## src/rtl/keypad_pkg.sv

```systemverilog
// Shared types and constants for the keypad decimal-entry path.
// Latency: n/a (types, constants and a pure combinational helper).
// Backpressure: n/a.
package keypad_pkg;

    typedef enum logic [2:0] {
        KF_DIGIT,
        KF_ENTER,
        KF_CLEAR,
        KF_BACK,
        KF_NONE
    } key_func_t;

    typedef struct packed {
        key_func_t  func;
        logic [3:0] digit;
    } key_map_t;

    typedef enum logic [1:0] {
        IDLE,
        PRESS_WAIT,
        HELD,
        RELEASE_WAIT
    } db_state_t;

    localparam int MAX_DIGITS = 3;

    // Indexed by key code = 4*row + col.
    // row0: 1 2 3 A / row1: 4 5 6 B / row2: 7 8 9 C / row3: * 0 # D
    localparam key_map_t KEYMAP [16] = '{
        '{KF_DIGIT, 4'd1}, '{KF_DIGIT, 4'd2}, '{KF_DIGIT, 4'd3}, '{KF_NONE,  4'd0},
        '{KF_DIGIT, 4'd4}, '{KF_DIGIT, 4'd5}, '{KF_DIGIT, 4'd6}, '{KF_NONE,  4'd0},
        '{KF_DIGIT, 4'd7}, '{KF_DIGIT, 4'd8}, '{KF_DIGIT, 4'd9}, '{KF_BACK,  4'd0},
        '{KF_CLEAR, 4'd0}, '{KF_DIGIT, 4'd0}, '{KF_ENTER, 4'd0}, '{KF_NONE,  4'd0}
    };

    // Three packed BCD digits {d2,d1,d0} to binary; 999 fits in 10 bits.
    function automatic logic [9:0] bcd3_to_bin(input logic [11:0] bcd);
        return 10'(bcd[11:8]) * 10'd100 + 10'(bcd[7:4]) * 10'd10 + 10'(bcd[3:0]);
    endfunction

endpackage

```

## src/rtl/keypad_scanner.sv

```systemverilog
// Matrix keypad column scanner with ghost rejection and press/release debounce.
// Latency: one key event per debounced press, DEBOUNCE_SCANS full scans after it settles.
// Backpressure: none; key_vld is a one-cycle pulse the consumer must accept.
module keypad_scanner
    import keypad_pkg::*;
#(
    parameter int SCAN_DIV       = 1000,
    parameter int DEBOUNCE_SCANS = 4
) (
    input  logic       clock_in,
    input  logic       nReset,
    input  logic [3:0] row,
    output logic [3:0] col,
    output logic       key_vld,
    output logic [3:0] key_code
);

    localparam int DIV_W = $clog2(SCAN_DIV);
    localparam int CNT_W = $clog2(DEBOUNCE_SCANS + 1);

    logic [DIV_W-1:0] div;
    logic [1:0]       col_idx;
    logic [1:0]       acc_n;      // closed switches seen so far this scan, saturates at 2
    logic [3:0]       acc_code;
    logic             scan_tick;
    logic             scan_done;

    logic [2:0]       samp_n;
    logic [1:0]       samp_row;
    logic [1:0]       base_n;
    logic [3:0]       base_code;
    logic [2:0]       sum_n;
    logic [1:0]       new_n;
    logic [3:0]       new_code;
    logic             res_hit;

    db_state_t        state, state_nxt;
    logic [CNT_W-1:0] cnt, cnt_nxt, cnt_inc;
    logic [3:0]       code, code_nxt;
    logic             emit;

    assign scan_tick = (div == DIV_W'(SCAN_DIV - 1));
    assign scan_done = scan_tick && (col_idx == 2'd3);
    assign col       = ~(4'b0001 << col_idx);
    assign cnt_inc   = cnt + 1'b1;

    // Fold the current column's ROW sample into this scan's running result.
    always_comb begin
        samp_n   = '0;
        samp_row = '0;
        for (int r = 0; r < 4; r++) begin
            if (!row[r]) begin
                samp_n   = samp_n + 3'd1;
                samp_row = 2'(r);
            end
        end
        base_n    = (col_idx == 2'd0) ? 2'd0 : acc_n;
        base_code = (col_idx == 2'd0) ? 4'd0 : acc_code;
        sum_n     = {1'b0, base_n} + samp_n;
        new_n     = (sum_n >= 3'd2) ? 2'd2 : sum_n[1:0];
        new_code  = (samp_n != 3'd0) ? {samp_row, col_idx} : base_code;
        res_hit   = (new_n == 2'd1);
    end

    // Divider, column pointer and per-scan accumulator.
    always_ff @(posedge clock_in) begin
        if (!nReset) begin
            div      <= '0;
            col_idx  <= '0;
            acc_n    <= '0;
            acc_code <= '0;
        end else if (scan_tick) begin
            div      <= '0;
            col_idx  <= col_idx + 2'd1;
            acc_n    <= new_n;
            acc_code <= new_code;
        end else begin
            div      <= div + 1'b1;
        end
    end

    // Debounce state register and registered key event.
    always_ff @(posedge clock_in) begin
        if (!nReset) begin
            state    <= IDLE;
            cnt      <= '0;
            code     <= '0;
            key_vld  <= 1'b0;
            key_code <= '0;
        end else begin
            state    <= state_nxt;
            cnt      <= cnt_nxt;
            code     <= code_nxt;
            key_vld  <= emit;
            key_code <= code_nxt;
        end
    end

    // Debounce next-state: advances once per completed full scan.
    always_comb begin
        state_nxt = state;
        cnt_nxt   = cnt;
        code_nxt  = code;
        emit      = 1'b0;
        if (scan_done) begin
            case (state)
                IDLE: begin
                    if (res_hit) begin
                        code_nxt = res_code_sel(new_code);
                        cnt_nxt  = CNT_W'(1);
                        if (DEBOUNCE_SCANS <= 1) begin
                            state_nxt = HELD;
                            emit      = 1'b1;
                        end else begin
                            state_nxt = PRESS_WAIT;
                        end
                    end
                end
                PRESS_WAIT: begin
                    if (res_hit && (new_code == code)) begin
                        cnt_nxt = cnt_inc;
                        if (cnt_inc == CNT_W'(DEBOUNCE_SCANS)) begin
                            state_nxt = HELD;
                            emit      = 1'b1;
                        end
                    end else begin
                        state_nxt = IDLE;
                        cnt_nxt   = '0;
                    end
                end
                HELD: begin
                    if (!res_hit) begin
                        cnt_nxt   = CNT_W'(1);
                        state_nxt = (DEBOUNCE_SCANS <= 1) ? IDLE : RELEASE_WAIT;
                    end
                end
                RELEASE_WAIT: begin
                    if (!res_hit) begin
                        cnt_nxt = cnt_inc;
                        if (cnt_inc == CNT_W'(DEBOUNCE_SCANS)) begin
                            state_nxt = IDLE;
                        end
                    end else begin
                        state_nxt = HELD;
                    end
                end
                default: state_nxt = IDLE;
            endcase
        end
    end

    function automatic logic [3:0] res_code_sel(input logic [3:0] c);
        return c;
    endfunction

endmodule

```

## src/rtl/keypad_entry.sv

```systemverilog
// Keypad decimal entry: 3-digit BCD buffer with edit keys and commit to an 8-bit value.
// Latency: buffer/VALUE update one cycle after the scanner's key event.
// Backpressure: none; valid/error are one-cycle pulses, VALUE holds between commits.
module keypad_entry
    import keypad_pkg::*;
#(
    parameter int SCAN_DIV       = 1000,
    parameter int DEBOUNCE_SCANS = 4
) (
    input  logic        clock_in,
    input  logic        nReset,
    input  logic [3:0]  ROW,
    output logic [3:0]  COL,
    output logic [7:0]  VALUE,
    output logic [11:0] DIGITS,
    output logic        valid,
    output logic        error
);

    logic       key_vld;
    logic [3:0] key_code;
    key_map_t   key_map;
    logic [1:0] count;
    logic [9:0] bin;

    keypad_scanner #(
        .SCAN_DIV       (SCAN_DIV),
        .DEBOUNCE_SCANS (DEBOUNCE_SCANS)
    ) u_scanner (
        .clock_in (clock_in),
        .nReset   (nReset),
        .row      (ROW),
        .col      (COL),
        .key_vld  (key_vld),
        .key_code (key_code)
    );

    assign key_map = KEYMAP[key_code];
    assign bin     = bcd3_to_bin(DIGITS);

    // Entry buffer edits and commit; valid/error default low so they pulse.
    always_ff @(posedge clock_in) begin
        if (!nReset) begin
            VALUE  <= '0;
            DIGITS <= '0;
            count  <= '0;
            valid  <= 1'b0;
            error  <= 1'b0;
        end else begin
            valid <= 1'b0;
            error <= 1'b0;
            if (key_vld) begin
                case (key_map.func)
                    KF_DIGIT: begin
                        if (count < 2'(MAX_DIGITS)) begin
                            DIGITS <= {DIGITS[7:0], key_map.digit};
                            count  <= count + 2'd1;
                        end else begin
                            error  <= 1'b1;
                        end
                    end
                    KF_BACK: begin
                        if (count != 2'd0) begin
                            DIGITS <= {4'd0, DIGITS[11:4]};
                            count  <= count - 2'd1;
                        end
                    end
                    KF_CLEAR: begin
                        DIGITS <= '0;
                        count  <= '0;
                    end
                    KF_ENTER: begin
                        if (count != 2'd0) begin
                            if (bin <= 10'd255) begin
                                VALUE <= bin[7:0];
                                valid <= 1'b1;
                            end else begin
                                error <= 1'b1;
                            end
                            DIGITS <= '0;
                            count  <= '0;
                        end
                    end
                    default: ;
                endcase
            end
        end
    end

endmodule

```

## config.mk

```make
export PLATFORM = sky130hd
export DESIGN_NAME = keypad_entry
export DESIGN_NICKNAME = d
export VERILOG_FILES = /design/src/rtl/keypad_pkg.sv /design/src/rtl/keypad_scanner.sv /design/src/rtl/keypad_entry.sv
export SDC_FILE = /design/constraint.sdc
export NUM_CORES = 1
export LEC_CHECK = 0
export ABC_CLOCK_PERIOD_IN_PS = 8750
export CORE_ASPECT_RATIO = 1.25
export CORE_MARGIN = 2
export CORE_UTILIZATION = 55
export DETAILED_ROUTE_END_ITERATION = 8
export GPL_TIMING_DRIVEN = 1
export PLACE_DENSITY = 0.76
export SLEW_MARGIN = 20
export SYNTH_ARGS = -nofsm -noshare
export SYNTH_HDL_FRONTEND = slang
export SYNTH_HIERARCHICAL = 1
export SYNTH_SLANG_ARGS = --single-unit
```

## constraint.sdc

```tcl
create_clock -name clock_in -period 8.75 [get_ports clock_in]
set_input_delay 2.1875 -clock clock_in [delete_from_list [all_inputs] [get_ports clock_in]]
set_output_delay 2.1875 -clock clock_in [all_outputs]
set_load 0.005 [all_outputs]
```

==> impl_metrics.env, run 1 <==
export IMPL_clk_pin_slew_worst_paths_ps=90
export IMPL_grt_pass1_vias=2839
export IMPL_grt_pass1_wl_mm=12.6
export IMPL_crit_path_start_kind="primary input"
export IMPL_worstHoldStart="u_scanner/div[0]$_SDFF_PP0_"
export IMPL_design_portCount=32
export IMPL_end_kind="flop"
export IMPL_final_util_pct=63.5
export IMPL_yosysWarnings=6
export IMPL_timing_rr_end="VALUE[5]$_SDFFE_PN0P_"
export IMPL_antenna_found_initial=0
export IMPL_dpl_cell_count=512
export IMPL_p_leak_nw=1.84
export IMPL_finalSetupViolations=0
export IMPL_async_reset_ff_share_pct=0
export IMPL_clockRootBuffer="clkbuf_8"
export IMPL_fin_skew_ps=5.67
export IMPL_synth_top_cell_area_share_pct=28.1
export IMPL_synth_flop_cell="dfxtp_1"
export IMPL_required_ps=8990
export IMPL_post_synth_top_area_cell="dfxtp_1"
export IMPL_die_h_um=95.8
export IMPL_p_int_uw=340
export IMPL_holdPathStages=1
export IMPL_nNetsFinal=483
export IMPL_ctsResizeCount=0
export IMPL_seqPwrFrac_pct=54.0
export IMPL_holdPathEnd="u_scanner/div[0]$_SDFF_PP0_"
export IMPL_fin_crit_ps=5990
export IMPL_synth_nets=459
export IMPL_routed_wl_mm=7.33
export IMPL_cts_setup_buffers=0
export IMPL_fmax_ghz=0.167
export IMPL_vias_per_cell=5.62
export IMPL_multi_input_area_um2=2450
export IMPL_place_gp_congestion=0.812
export IMPL_synth_area_leaders="dfxtp_1 (28%), ha_1 (13%), nand2_1 (5.9%)"
export IMPL_synth_common_cells="nand2_1 (58), dfxtp_1 (52), ha_1 (39)"
export IMPL_fillers=611
export IMPL_clkPwrFrac_pct=36.9
export IMPL_holdWs_ps=455
export IMPL_tightest_slew_ps=790
export IMPL_seqCellArea_um2=1040
export IMPL_cts_sinks=52
export IMPL_cts_buffers_inserted=5
export IMPL_tns_ps=0
export IMPL_finalHoldViolations=0
export IMPL_drt_iter0_drc=116
export IMPL_num_rows=33
export IMPL_hpwl_mm=5.52
export IMPL_sw_frac_of_total_pct=23.0
export IMPL_port_buffers=31
export IMPL_p_sw_uw=102
export IMPL_grt_use_total_pct=20.9
export IMPL_yosysSeqAreaShare_pct=28.1
export IMPL_antenna_diode_count=0
export IMPL_slew_viol_final=0
export IMPL_yosysMostFrequentCell="nand2_1"
export IMPL_ctsHoldBuffers=0
export IMPL_crit_fanout=9
export IMPL_startpoint="ROW[1]"
export IMPL_comb_power_share_pct=9.1
export IMPL_firstDrtPassIters=6
export IMPL_p_per_area_nw_per_um2=107
export IMPL_maxSlewHeadroom_pct=47.3
export IMPL_vdd_ir_drop_worst_uv=69.4
export IMPL_synth_edf_count=0
export IMPL_final_layout_size_suffix_gt1_share_pct=7.62
export IMPL_htree_levels=2
export IMPL_crit_type="in2reg"
export IMPL_syn_area_um2=3710
export IMPL_finalCritPeriodShare_pct=68.5
export IMPL_grt_max_degree=57
export IMPL_clk_latency_ps=300
export IMPL_cp_arrival_ps=6230
export IMPL_grt_ovfl_total=0
export IMPL_hold_class="reg2reg"
export IMPL_vias=2922
export IMPL_ant_nets=0
export IMPL_status="finished clean"
export IMPL_instances_no_fill=520
export IMPL_initial_core_util_pct=56.8
export IMPL_maxCapViolations=0
export IMPL_dieArea_um2=7410
export IMPL_r2r_cells=12
export IMPL_cts_tree="done"
export IMPL_wire_per_inst_um=14.1
export IMPL_ys_seq_elements=52
export IMPL_clk_path_buf_depth=2
export IMPL_die_w_um=77.4
export IMPL_rsz0062_at_grt="no"
export IMPL_avgSynthCellArea_um2=9.08
export IMPL_ys_types=74
export IMPL_coreArea_um2=6520
export IMPL_drcViolationCount=0
export IMPL_worstReg2RegStart="DIGITS[7]$_SDFFE_PN0P_"
export IMPL_syn_to_final_growth_pct=11.8
export IMPL_syn_inst=408
export IMPL_power_uw=442
export IMPL_rrSetupSlack_ps=5040
power by group through the flow:
stage	registers (mW)	clock network, mW	logic, mW
global route	0.239	0.179	0.0439
CTS	0.239	0.169	0.0405
floorplan	0.244	0	0.0308
global placement	0.244	0	0.0383
detailed placement	0.244	0	0.0402
finish	0.239	0.163	0.0403
worst max-delay path, stage by stage:
cell and delay, ps:
clkdlybuf4s50_1 500, inv_1 50, ha_1 220, nand2b_1 200
and2_1 160, ha_1 280, nor2b_1 240, a31oi_4 90
fa_1 440, xnor3_1 420, nor2_4 200, nor4b_2 220
mux2i_1 120, or4_4 470, a211o_1 290, a21boi_2 130
worst max-delay path by stage:
stage / endpoint / slack [ps] / depth (start not counted)
finish: u_scanner/cnt[2]$_SDFFE_PN0P_ / 2760 / 16
global route: u_scanner/cnt[2]$_SDFFE_PN0P_ / 2550 / 16
CTS: u_scanner/cnt[2]$_SDFFE_PN0P_ / 2770 / 16
detailed placement: u_scanner/cnt[1]$_SDFFE_PN0P_ / 2450 / 16
global placement: u_scanner/cnt[1]$_SDFFE_PN0P_ / 2610 / 16
floorplan: u_scanner/cnt[1]$_SDFFE_PN0P_ / 3240 / 15
placed cells by master (no fill, tap or decap), drive strengths merged, types with 2 or more instances in the layout:
master | netlist | layout
nand4b | 2 | 2
a21o | 2 | 2
nand2 | 59 | 59
xor2 | 9 | 9
a31oi | 5 | 5
nand4 | 5 | 5
clkbuf | 6 | 5
inv | 31 | 31
and4b | 2 | 2
a21boi | 10 | 10
nor4 | 2 | 2
xnor2 | 18 | 18
nor3 | 10 | 10
ha | 39 | 39
fa | 6 | 6
clkdlybuf4s50 | 0 | 31
a22oi | 4 | 4
a32oi | 2 | 2
nor2 | 15 | 15
nand3b | 3 | 3
mux2i | 12 | 12
a31o | 2 | 2
nand2b | 9 | 9
nor2b | 12 | 12
o211a | 13 | 13
a211o | 2 | 2
and2 | 9 | 9
a311o | 2 | 2
o21ai | 10 | 10
dfxtp | 52 | 52
nand3 | 12 | 12
a21oi | 12 | 12
flip-flops by register name, indices dropped and copies added, names as in the netlist, 2 cells and up:
name                count
count                   2
u_scanner/acc_code      4
u_scanner/code          4
u_scanner/div          10
DIGITS                 12
VALUE                   8
u_scanner/state         2
u_scanner/cnt           3
u_scanner/acc_n         2
u_scanner/col_idx       2
layer usage:
| layer | part of all wire [%] | global-route usage [%] | up-vias |
|---|---|---|---|
| met5 | 0 | 0 | - |
| met3 | 2.9 | 2.81 | 20 |
| met2 | 51 | 40.4 | 55 |
| met1 | 42 | 22.6 | 1374 |
| met4 | 3.6 | 9.67 | 0 |
| li1 | - | - | 1473 |
kinds of logic after synthesis:
logic type               share of synthesized area [%]
buffers and inverters                             5.84
AO/OA/AOI/OAI                                     16.1
flip-flops                                        28.1
AND/OR/NAND/NOR                                   22.0
XOR/XNOR                                          7.60
multiplexers                                      3.95
adder cells (fa/ha/maj)                           16.4
stage by stage:
stage / instance area [um^2] / worst slack, ps
after global placement: 4030 / 2610
after CTS: 4140 / 2770
after detailed placement: 4030 / 2450
after floorplan: 3710 / 3240
final: 4140 / 2760
after global routing: 4140 / 2550
final cells by class:
| type | count | share of cell area (%) |
|---|---|---|
| Sequential cell | 52 | 25.1 |
| Multi-Input combinational cell | 310 | 59.1 |
| Timing Repair Buffer | 32 | 7.67 |
| Clock buffer | 5 | 1.66 |
| Clock inverter | 3 | 1.03 |
| Tap cell | 87 | 2.63 |
| Inverter | 31 | 2.81 |
Power figures use the tool's default switching activity.
==> inputs of run 2 (changes only) <==
--- a/config.mk
+++ b/config.mk
@@ -5,7 +5,7 @@
 export SDC_FILE = /design/constraint.sdc
 export NUM_CORES = 1
 export LEC_CHECK = 0
-export ABC_CLOCK_PERIOD_IN_PS = 8750
+export ABC_CLOCK_PERIOD_IN_PS = 5900
 export CORE_ASPECT_RATIO = 1.25
 export CORE_MARGIN = 2
 export CORE_UTILIZATION = 55
==> constraint.sdc (replaced) <==
create_clock -name clock_in -period 5.9 [get_ports clock_in]
set_input_delay 1.475 -clock clock_in [delete_from_list [all_inputs] [get_ports clock_in]]
set_output_delay 1.475 -clock clock_in [all_outputs]
set_load 0.005 [all_outputs]
==> run 2 against run 1 <==
Net effect:
- via count is 0.75% lower
- non-clock buffer count is 1 higher
- worst hold slack worse by 3.1 ps
- clock power increased by 17%
- core utilization fell by 0.40 points
- highest routed layer unchanged
- global-route usage up 0.58 points
- sequential power rose by 48%
- critical path type unchanged
- critical endpoint unchanged
- clock skew fell by 0.69 ps
- combinational power increased by 48%
- die area stayed put
- final area shrank 0.63%
==> impl_metrics.env, run 2 (same netlist as run 1, synthesis figures left out) <==
export IMPL_dieArea_um2=7410
export IMPL_ctsHoldBuffers=0
export IMPL_drcViolationCount=0
export IMPL_ctsResizeCount=0
export IMPL_final_layout_size_suffix_gt1_share_pct=7.39
export IMPL_maxSlewHeadroom_pct=44.9
export IMPL_clkPwrFrac_pct=31.5
export IMPL_vias=2900
export IMPL_seqPwrFrac_pct=58.6
export IMPL_clk_latency_ps=300
export IMPL_sw_frac_of_total_pct=23.8
export IMPL_design_portCount=32
export IMPL_tns_ps=0
export IMPL_clockRootBuffer="clkbuf_8"
export IMPL_crit_type="in2reg"
export IMPL_grt_use_total_pct=21.5
export IMPL_p_per_area_nw_per_um2=147
export IMPL_p_leak_nw=1.83
export IMPL_worstHoldStart="u_scanner/div[0]$_SDFF_PP0_"
export IMPL_finalCritPeriodShare_pct=89.3
export IMPL_cp_arrival_ps=5500
export IMPL_top_register="DIGITS"
export IMPL_wire_per_inst_um=13.8
export IMPL_cts_sinks=52
export IMPL_grt_ovfl_total=0
export IMPL_grt_pass1_vias=2891
export IMPL_maxCapViolations=0
export IMPL_place_gp_congestion=0.804
export IMPL_required_ps=6140
export IMPL_hold_class="reg2reg"
export IMPL_routed_wl_mm=7.18
export IMPL_end_kind="flop"
export IMPL_vias_per_cell=5.58
export IMPL_holdWs_ps=452
export IMPL_port_buffers=31
export IMPL_tightest_slew_ps=826
export IMPL_status="finished clean"
export IMPL_final_common_cell="nand2_1"
export IMPL_comb_power_share_pct=9.9
export IMPL_hpwl_mm=5.49
export IMPL_final_util_pct=63.1
export IMPL_cts_buffers_inserted=5
export IMPL_finalSetupViolations=0
export IMPL_final_area_um2=4120
export IMPL_num_rows=33
export IMPL_top_regs="DIGITS x12, u_scanner/div x10, VALUE x8"
export IMPL_largest_reg_flops=12
export IMPL_rsz0062_at_grt="no"
export IMPL_fmax_ghz=0.190
export IMPL_layout_common_cells="nand2_1 (58), dfxtp_1 (52), ha_1 (39)"
export IMPL_p_sw_uw=144
export IMPL_crit_fanout=9
export IMPL_slew_viol_final=0
export IMPL_fin_skew_ps=4.98
export IMPL_cts_setup_buffers=0
export IMPL_grt_pass1_wl_mm=12.9
export IMPL_startpoint="ROW[1]"
export IMPL_dpl_cell_count=513
export IMPL_syn_to_final_growth_pct=11.1
export IMPL_nNetsFinal=484
export IMPL_drt_iter0_drc=119
export IMPL_worstReg2RegStart="DIGITS[7]$_SDFFE_PN0P_"
export IMPL_antenna_found_initial=0
export IMPL_ant_nets=0
export IMPL_grt_max_degree=32
export IMPL_vdd_ir_drop_worst_uv=90.3
export IMPL_instances_no_fill=520
export IMPL_die_h_um=95.8
export IMPL_initial_core_util_pct=56.8
export IMPL_clk_path_buf_depth=2
export IMPL_cts_tree="done"
export IMPL_firstDrtPassIters=4
export IMPL_p_int_uw=460
export IMPL_clk_pin_slew_worst_paths_ps=80
export IMPL_fin_crit_ps=5270
export IMPL_htree_levels=2
export IMPL_die_w_um=77.4
export IMPL_coreArea_um2=6520
export IMPL_placed_area_um2=4040
export IMPL_finalHoldViolations=0
export IMPL_crit_path_start_kind="primary input"
export IMPL_antenna_diode_count=0
-- run 2: cell types whose count changed in the layout (fill, tap and decap cells not counted), sizes merged --
cell      change
buf           +1
bufinv        -1
clkbuf        +1
clkinvlp      -1
-- run 2: final timing paths --
| kind | to | slack [ps] | depth (start not counted) |
|---|---|---|---|
| max | u_scanner/cnt[2]$_SDFFE_PN0P_ | 630 | 16 |
| max reg2reg | VALUE[5]$_SDFFE_PN0P_ | 2210 | 12 |
| min reg2reg | u_scanner/div[0]$_SDFF_PP0_ | 450 | 1 |
| min | u_scanner/div[0]$_SDFF_PP0_ | 450 | 1 |
-- run 2: metal layers --
layer	wire, um	GRT usage, %	vias to the layer above
li1	-	-	1469
met1	3070	24.0	1356
met2	3670	40.6	56
met3	196	2.91	19
met4	244	9.97	0
met5	0	0	-
-- run 2: metrics by stage --
step / power, mW / setup slack [ps]
5_1_grt: 0.632 / 445
3_5_place_dp: 0.422 / 332
2_1_floorplan: 0.407 / 1100
4_1_cts: 0.612 / 644
3_3_place_gp: 0.419 / 475
6_report: 0.603 / 634
-- run 2: area by class of cell --
type / count / area (um^2)
well taps: 87 / 109
flip-flops and latches: 52 / 1040
fillers: 608 / 2410
inverters: 31 / 116
clock inverters: 1 / 5.00
repair buffers: 33 / 325
clock buffers: 6 / 72.6
multi-input cells: 310 / 2450
-- run 2: critical path: stages --
cell	delay [ps]
clkdlybuf4s50_1	500
inv_1	50
ha_1	220
nand2b_1	200
and2_1	160
ha_1	270
nor2b_1	230
a31oi_4	90
fa_1	450
xnor3_1	430
nor2_4	190
nor4b_2	220
mux2i_1	120
or4_4	470
a211o_1	290
a21boi_2	130
-- run 2: power by group through the flow --
stage | logic (mW) | registers, mW | clock network, mW
after floorplan | 0.0456 | 0.362 | 0
final | 0.0596 | 0.354 | 0.190
after global routing | 0.0654 | 0.354 | 0.212
after global placement | 0.0574 | 0.362 | 0
after CTS | 0.0599 | 0.354 | 0.198
after detailed placement | 0.0597 | 0.362 | 0
==> inputs of run 3 (changes only) <==
--- a/config.mk
+++ b/config.mk
@@ -5,13 +5,15 @@
 export SDC_FILE = /design/constraint.sdc
 export NUM_CORES = 1
 export LEC_CHECK = 0
+export ABC_AREA = 1
 export ABC_CLOCK_PERIOD_IN_PS = 5900
-export CORE_ASPECT_RATIO = 1.25
+export CORE_ASPECT_RATIO = 1.2
 export CORE_MARGIN = 2
 export CORE_UTILIZATION = 55
 export DETAILED_ROUTE_END_ITERATION = 8
 export GPL_TIMING_DRIVEN = 1
 export PLACE_DENSITY = 0.76
+export SKIP_CTS_REPAIR_TIMING = 1
 export SLEW_MARGIN = 20
 export SYNTH_ARGS = -nofsm -noshare
 export SYNTH_HDL_FRONTEND = slang
==> run 3 against run 2 <==
Net effect:
- non-clock buffer count fell by 1
- area after synthesis rose by 4.7%
- largest cell class unchanged
- worst hold slack improved by 24 ps
- combinational power rose by 6.5%
- sequential share of layout area fell by 1.4 points
- final area rose by 5.7%
- flip-flop and latch count did not move
- die area rose by 4.4%
==> impl_metrics.env, run 3 <==
export IMPL_r2r_cells=17
export IMPL_antenna_diode_count=0
export IMPL_hpwl_mm=6.31
export IMPL_busiest_layer="met2"
export IMPL_grt_use_total_pct=22.6
export IMPL_synth_common_cells="nand2_1 (129), inv_1 (102), nor2_1 (60)"
export IMPL_syn_to_final_growth_pct=12.2
export IMPL_synth_flop_cell="dfxtp_1"
export IMPL_synth_edf_count=0
export IMPL_crit_path_start_kind="primary input"
export IMPL_synth_simple_gate_area_share_pct=34.7
export IMPL_grt_pass1_vias=3447
export IMPL_num_rows=33
export IMPL_cts_tree="done"
export IMPL_drcViolationCount=0
export IMPL_hold_class="reg2reg"
export IMPL_required_ps=6110
export IMPL_htree_levels=2
export IMPL_grt_ovfl_total=0
export IMPL_worstPathCellList="clkdlybuf4s50_1 -> inv_1 -> ha_1 -> inv_1 -> nand2_1 -> nand2_1 -> ha_1 -> or2_1 -> nand2_4 -> fa_1 -> inv_1 -> nand2_2 -> nand2_2 -> nand3_4 -> nor2_1 -> nand2_1 -> nor2_4 -> nand3_4 -> nand2_2 -> nand2_2 -> a21oi_1 -> nor2_1"
export IMPL_maxSlewHeadroom_pct=56.0
export IMPL_antenna_found_initial=0
export IMPL_final_area_um2=4350
export IMPL_routed_wl_mm=7.90
export IMPL_yosysMostFrequentCell="nand2_1"
export IMPL_die_w_um=80.7
export IMPL_yosysWarnings=6
export IMPL_met2_usage_pct=45.3
export IMPL_syn_inst=572
export IMPL_path_common_cell="nand2_2"
export IMPL_drt_iter0_drc=106
export IMPL_synthMuxAreaShare_pct=0
export IMPL_synth_top_family_by_area="simple AND/OR/NAND/NOR gates"
export IMPL_maxCapViolations=0
export IMPL_clockRootBuffer="clkbuf_8"
export IMPL_end_kind="flop"
export IMPL_cts_buffers_inserted=5
export IMPL_placed_area_um2=4260
export IMPL_crit_type="in2reg"
export IMPL_fin_skew_ps=9.99
export IMPL_tns_ps=0
export IMPL_vias=3548
export IMPL_grt_met1_usage_pct=24.0
export IMPL_dieArea_um2=7740
export IMPL_final_common_cell="nand2_1"
export IMPL_place_gp_congestion=0.873
export IMPL_grt_max_degree=36
export IMPL_grt_pass1_wl_mm=14.1
export IMPL_initial_core_util_pct=56.6
export IMPL_clk_latency_ps=310
export IMPL_slowest_stage="clkdlybuf4s50_1"
export IMPL_layout_common_cells="nand2_1 (129), inv_1 (102), nor2_1 (60)"
export IMPL_ys_types=38
export IMPL_clk_pin_slew_worst_paths_ps=100
export IMPL_finalSetupViolations=0
export IMPL_ant_nets=0
export IMPL_port_buffers=31
export IMPL_largest_reg_flops=12
export IMPL_syn_area_um2=3880
export IMPL_p_leak_nw=2.04
export IMPL_yosysSeqAreaShare_pct=26.8
export IMPL_cp_arrival_ps=4630
export IMPL_final_layout_size_suffix_gt1_share_pct=8.62
export IMPL_yosys_area_share_adder_pct=15.7
export IMPL_finalHoldViolations=0
export IMPL_fmax_ghz=0.226
export IMPL_wire_per_inst_um=11.4
export IMPL_crit_fanout=8
export IMPL_synth_xor_area_share_pct=1.58
export IMPL_coreArea_um2=6850
export IMPL_vdd_ir_drop_worst_uv=104
export IMPL_vias_per_cell=5.14
export IMPL_fin_crit_ps=4430
export IMPL_synth_area_leaders="dfxtp_1 (27%), ha_1 (13%), nand2_1 (12%)"
export IMPL_top_regs="DIGITS x12, u_scanner/div x10, VALUE x8"
export IMPL_avgSynthCellArea_um2=6.78
export IMPL_finalCritPeriodShare_pct=75.1
export IMPL_async_reset_ff_share_pct=0
export IMPL_top_register="DIGITS"
export IMPL_synth_top_cell_area_share_pct=26.8
export IMPL_rsz0062_at_grt="no"
export IMPL_post_synth_top_area_cell="dfxtp_1"
export IMPL_slew_viol_final=0
export IMPL_synth_nets=623
export IMPL_ys_seq_elements=52
export IMPL_cts_sinks=52
export IMPL_design_portCount=32
export IMPL_grt_use_met3_pct=2.91
export IMPL_clk_path_buf_depth=2
export IMPL_die_h_um=96.0
export IMPL_tightest_slew_ps=653
export IMPL_status="finished clean"
export IMPL_cpPeakStageDelay_ps=480
export IMPL_holdPathStages=2
export IMPL_synth_compound_area_share_pct=9.16
export IMPL_nNetsFinal=653
export IMPL_p_per_area_nw_per_um2=145
export IMPL_firstDrtPassIters=4
run 3: cell count changes after synthesis, sizes merged, moves of 17 or more:
cell   delta
nand2    +83
inv      +80
nor2     +52
nand3    +24
a21oi    +17
o21ai    +17
run 3: final cells by class:
type	count	area (um^2)
multi-input combinational	400	2370
sequential	52	1040
inverter	111	417
timing repair buffer	32	318
tap	87	109
fill	649	2500
clock buffer	6	82.6
clock inverter	2	15.0
run 3: path summary, 6_finish.rpt:
path	slack, ps	to	from
min reg2reg	480	u_scanner/cnt[1]$_SDFFE_PN0P_	u_scanner/cnt[1]$_SDFFE_PN0P_
max	1470	u_scanner/state[1]$_SDFFE_PN0P_	ROW[1]
min	480	u_scanner/cnt[1]$_SDFFE_PN0P_	u_scanner/cnt[1]$_SDFFE_PN0P_
max reg2reg	2590	VALUE[7]$_SDFFE_PN0P_	DIGITS[8]$_SDFFE_PN0P_
run 3: cells by family (layout without fill, tap and decap cells):
family,count (synthesis),in the layout
simple gates,282,282
buf+inv,120,151
compound gates,66,66
flops,52,52
fa+ha+maj,45,45
xor+xnor,7,7
run 3: report_power, final:
part	leakage, nW	switching (mW)	internal (mW)
logic	1.58	0.0423	0.0212
registers	0.419	0.00153	0.352
clock network	0.0434	0.121	0.0952
total	2.04	0.165	0.469
run 3: per-layer routing:
layer | vias up | share of wire [%] | wire length [um]
met5 | - | 0 | 0
met4 | 0 | 1.7 | 131
met3 | 11 | 3.3 | 262
met2 | 62 | 54 | 4280
met1 | 1605 | 41 | 3230
li1 | 1870 | - | -
run 3: per-stage QoR:
stage	util, %	instances	power [mW]	worst slack, ps	hold slack, ps
after floorplan	-	572	0.411	1920	430
after global placement	62.1	682	0.424	1310	445
after detailed placement	62.1	682	0.426	1130	458
after CTS	63.5	690	0.644	1470	478
after global routing	63.5	690	0.662	1210	488
final	63.5	690	0.633	1470	477
run 3: critical path: cells and delay by family:
family                   cells  cell delay (ps)
AO/OA/AOI/OAI                1              130
adder cells (fa/ha/maj)      3             1060
buffers and inverters        4              690
AND/OR/NAND/NOR             14             1270
